**src/rtl/fanout_fork_ctrl.sv**
```systemverilog
// ---------------------------------------------------------------------------
// fanout_fork_ctrl
//
// Eager-fork controller: broadcasts one ready/valid input stream to NUM_OUT
// downstream ports. Each destination may accept the current token on its own
// cycle. A per-output "done" bit remembers who already took the token, and
// the input is released only once every active destination has taken it.
//
// Ports:
//   clk           clock
//   rst           synchronous reset, active-high
//   cfg_en_mask   per-output enable (held static while busy)
//   cfg_sel_mask  per-output route select (held static while busy)
//   flush         synchronous clear of fork progress
//   in_data       upstream token
//   in_valid      upstream valid
//   in_ready      upstream ready
//   out_data      broadcast token shared by all outputs
//   out_valid     per-output valid
//   out_ready     per-output ready
//   busy          token partially delivered
//   tok_count     saturating count of input tokens consumed since reset
// ---------------------------------------------------------------------------
module fanout_fork_ctrl #(
    parameter int NUM_OUT = 9,
    parameter int DATA_W  = 17,
    parameter int CNT_W   = 16
) (
    input  logic               clk,
    input  logic               rst,
    input  logic [NUM_OUT-1:0] cfg_en_mask,
    input  logic [NUM_OUT-1:0] cfg_sel_mask,
    input  logic               flush,
    input  logic [DATA_W-1:0]  in_data,
    input  logic               in_valid,
    output logic               in_ready,
    output logic [DATA_W-1:0]  out_data,
    output logic [NUM_OUT-1:0] out_valid,
    input  logic [NUM_OUT-1:0] out_ready,
    output logic               busy,
    output logic [CNT_W-1:0]   tok_count
);

    logic [NUM_OUT-1:0] active;
    logic [NUM_OUT-1:0] take;
    logic [NUM_OUT-1:0] slot_ok;
    logic [NUM_OUT-1:0] done_reg;
    logic [NUM_OUT-1:0] done_next;
    logic [CNT_W-1:0]   tok_count_reg;
    logic [CNT_W-1:0]   tok_count_next;
    logic               xfer;

    assign active   = cfg_en_mask & cfg_sel_mask;
    assign out_data = in_data;

    genvar gi;
    generate
        for (gi = 0; gi < NUM_OUT; gi++) begin : g_out
            // An output is offered the token only until it has taken it once.
            assign out_valid[gi] = in_valid & active[gi] & ~done_reg[gi] & ~flush;
            assign take[gi]      = out_valid[gi] & out_ready[gi];
            // An output no longer holds up the input if it is inactive,
            // already served, or accepting right now. Done bits of outputs
            // outside the active set are masked by the ~active term.
            assign slot_ok[gi]   = ~active[gi] | done_reg[gi] | out_ready[gi];
        end
    endgenerate

    // Combinational out_ready -> in_ready path gives zero-cycle forwarding
    // when all active outputs are ready together. An empty active set
    // makes every slot_ok bit 1, so the token is simply sunk.
    assign in_ready = ~flush & (&slot_ok);
    assign xfer     = in_valid & in_ready;

    always_comb begin
        done_next = done_reg | take;
        if (flush || xfer) begin
            done_next = '0;
        end
    end

    always_comb begin
        tok_count_next = tok_count_reg;
        if (xfer && (tok_count_reg != {CNT_W{1'b1}})) begin
            tok_count_next = tok_count_reg + CNT_W'(1);
        end
    end

    always_ff @(posedge clk) begin
        if (rst) begin
            done_reg      <= '0;
            tok_count_reg <= '0;
        end else begin
            done_reg      <= done_next;
            tok_count_reg <= tok_count_next;
        end
    end

    assign busy      = |done_reg;
    assign tok_count = tok_count_reg;

endmodule

```
**config.mk**
```make
export PLATFORM = sky130hd
export DESIGN_NAME = fanout_fork_ctrl
export DESIGN_NICKNAME = d
export VERILOG_FILES = /design/src/rtl/fanout_fork_ctrl.sv
export SDC_FILE = /design/constraint.sdc
export NUM_CORES = 1
export LEC_CHECK = 0
export CELL_PAD_IN_SITES_DETAIL_PLACEMENT = 1
export CELL_PAD_IN_SITES_GLOBAL_PLACEMENT = 1
export CORE_ASPECT_RATIO = 0.9
export CORE_MARGIN = 4
export CORE_UTILIZATION = 25
export CTS_CLUSTER_DIAMETER = 40
export DETAILED_ROUTE_END_ITERATION = 6
export GPL_TIMING_DRIVEN = 0
export PLACE_DENSITY_LB_ADDON = 0.12
export SLEW_MARGIN = 20
export SYNTH_ARGS = -nofsm -noshare
export SYNTH_HDL_FRONTEND = slang
export SYNTH_SLANG_ARGS = --single-unit
```
**constraint.sdc**
```tcl
create_clock -name clk -period 2.4 [get_ports clk]
set_input_delay 0.36 -clock clk [delete_from_list [all_inputs] [get_ports clk]]
set_output_delay 0.36 -clock clk [all_outputs]
set_load 0.01 [all_outputs]
```
==> results <==
==> cells in the mapped netlist <==
master,count
nand2b_1,1
xor2_1,1
nor2_1,21
o21ai_0,3
nand4_2,1
buf_4,18
dfxtp_1,25
o31ai_1,7
o221ai_4,1
inv_1,1
buf_1,1
nand3_1,7
nand3b_4,1
o32a_2,1
ha_1,1
o311a_2,1
nor4b_1,2
or4bb_1,3
nor3_1,9
or3_1,4
o31a_1,1
clkbuf_1,2
buf_2,1
or4_1,7
nand2_1,12
nand4_1,3
and3_1,4
nor4_1,4
and2_1,2
mux2i_1,2
nand3b_1,3
a21oi_1,18
xnor2_1,4
==> where the power goes <==
group	total, mW	internal [mW]	switching [mW]
Combinational	0.193	0.117	0.0756
Clock	0.257	0.119	0.138
Sequential	0.420	0.417	0.00270
Total	0.869	0.653	0.216
==> worst paths after layout <==
kind	startpoint	to	depth (start not counted)
worst min register to register	done_reg[2]$_SDFF_PP0_	done_reg[2]$_SDFF_PP0_	2
worst max register to register	done_reg[7]$_SDFF_PP0_	tok_count[9]$_SDFFE_PP0P_	7
worst max-delay path	flush	out_valid[2]	5
worst min-delay path	rst	tok_count[4]$_SDFFE_PP0P_	2
==> routing by layer <==
metal	vias up	track usage, %
met3	4	3.82
met1	740	17.0
met2	56	24.0
met4	0	2.30
li1	779	-
met5	-	0
==> cell type report <==
type / instances / area (µm²)
fill: 641 / 3010
multi-input combinational: 124 / 817
timing repair buffer: 75 / 757
sequential: 25 / 500
buffer: 22 / 159
tap: 67 / 83.8
clock buffer: 4 / 45.0
inverter: 1 / 3.75
==> metrics by stage <==
stage	cell area [µm²]	hold slack [ns]
CTS	2290	0.461
global placement	2240	0.479
detailed placement	2240	0.496
global route	2370	0.481
floorplan	1420	0.451
finish	2370	0.465
==> logic make-up (layout without fill, tap and decap cells) <==
group           after synthesis  count (layout)  synth area share (%)
flops                        25              25                  35.2
xor+xnor                      5               5                  3.08
mux                           2               2                  1.41
simple gates                 84              84                  33.4
fa+ha+maj                     1               1                 0.879
buf+inv                      23             102                  10.9
compound gates               32              32                  15.1
==> what timing repair did <==
| action | CTS | global route |
|---|---|---|
| setup endpoints to repair | 12 | 18 |
| resized for setup | 4 | 17 |
| cloned | 0 | 0 |
| setup buffers | 0 | 2 |
| pin swaps | 0 | 1 |
==> impl_results.md <==
- Worst vdd ir: 0.000185 V
- Synthesized area: 0.00142 mm²
- Leakage: ~0.93 nW
- Number of DRC markers in iteration 0: 50
- Final worst setup slack: 0.105 ns
- Power Density: 367 mW/mm²
- Crit-path max cell delay: slightly below 0.6 ns
- Gpl congestion: about 0.74
- Synthesized area per cell: between 8 and 9 µm²
- Via count: ~1600
- Layout Skew: between 0.006 and 0.007 ns
- Final Instance Count excl. Fillers: approximately 320
- Die footprint: approximately 0.007 mm²
- CTS Sinks: 25
- RSZ-0062 raised after global routing: no
- Fin. max-slew vios: 0
- DR vias/cell: 4.97
- Type of origin of the critical path: input pin
- Ys Warns: 0
- Max reg flops: 16
- Die Y: 79.6 µm
- First-pass GRT wire length: just under 8000 µm
- Final setup fails: 0
- Post-synthesis sequential area ratio: a little over a third
- Die W: a little under 90 µm
- Hold buffer count at cts: 0
- Most frequent cells in the layout: clkdlybuf4s50_1, dfxtp_1, nor2_1, buf_4, a21oi_1
- Slew Limit Headroom: between 40% and 50%
- Reg2reg setup slack: 0.22 ns
- Worst slew pin tran: 0.771 ns
- Buf+Inv Stages, Crit Path: 3
- Layout area overhead: 66.3%
- # diodes: 0
- Final Critical Period: between 2 and 2.5 ns
- Cells after DPL: 312
- Fin crit share: between 90% and 100%
- Final Hold Viols: 0
- Arr. time, crit path: 1.94 ns
- Clock tree buffer depth: 2
- IO Port Bufs: 73
- Clock-pin slew on the worst setup and hold paths: 0.09 ns
- Layout cells sized above 1: between 10% and 20%
- Top Layer Used: met4
- Slowest CP cell: clkdlybuf4s50_1
- Area contributors post-synth: dfxtp_1, buf_4, a21oi_1, nor2_1, o31ai_1
- H-tree depth: 1
- Row count: 25
- Tot Pwr: 0.869 mW
- Worst-Skew Late Latency: 0.27 ns
- CTS Root Cell: clkbuf_8
- Vias in the first global route: 1680
- Worst Setup Path Type: input pin to output pin
- Synth Net Count: 221
- First-pass iteration count of the detailed router: 4
- Worst Path Max Fanout: 10
- Seq cells post-synth: 25
- Post-synth top area share: a little over a third
- Post-Syn Instances: 172
- Met2 wire length: 2300 µm
- CP Cell Sequence: clkdlybuf4s50_1 > nand2b_1 > clkbuf_4 > nor2_1 > clkdlybuf4s50_1
- Largest net degree at the start of global routing: 14
- Worst hold-check path type: input pin to flop
- CTS tree: built
- Hpwl dp: 3760 µm
- Cell family with most CP delay: buffers and inverters
- CTS Buf Count: 3
- Core Area: between 0.005 and 0.006 mm²
- GR Util All Layers: ~14%
- Unique cell type count in the Yosys netlist: 33
- Drt drc: 0
- Commonest non-fill, non-tap cell in the layout: clkdlybuf4s50_1
- Total Wirelength: approximately 4700 µm
- Endpoint class of the critical path: output pin
- Status: completed
- Fmax: ~440 MHz
- ANT nets after route: 0
- I/O Pins: between 90 and 100
- Wl on met1: about 2100 µm
- Initial antenna violation count: 0
- Number of max-cap violations: 0
- CP required: between 2 and 2.5 ns
- Most area-hungry cell type in the Yosys netlist: dfxtp_1
- Wire length on met3: about 330 µm
- Finished Core Util: between 40% and 50%
- Dpl ws: -0.168 ns
- Grt ovf: 0
- Initial Utilization: around a quarter
- Nets: around 300
- Fin Setup TNS: 0 ns
- Wire length per cell: around 15 µm
- Top cell by count, worst path: clkdlybuf4s50_1
(Power assumes the default switching activity.)
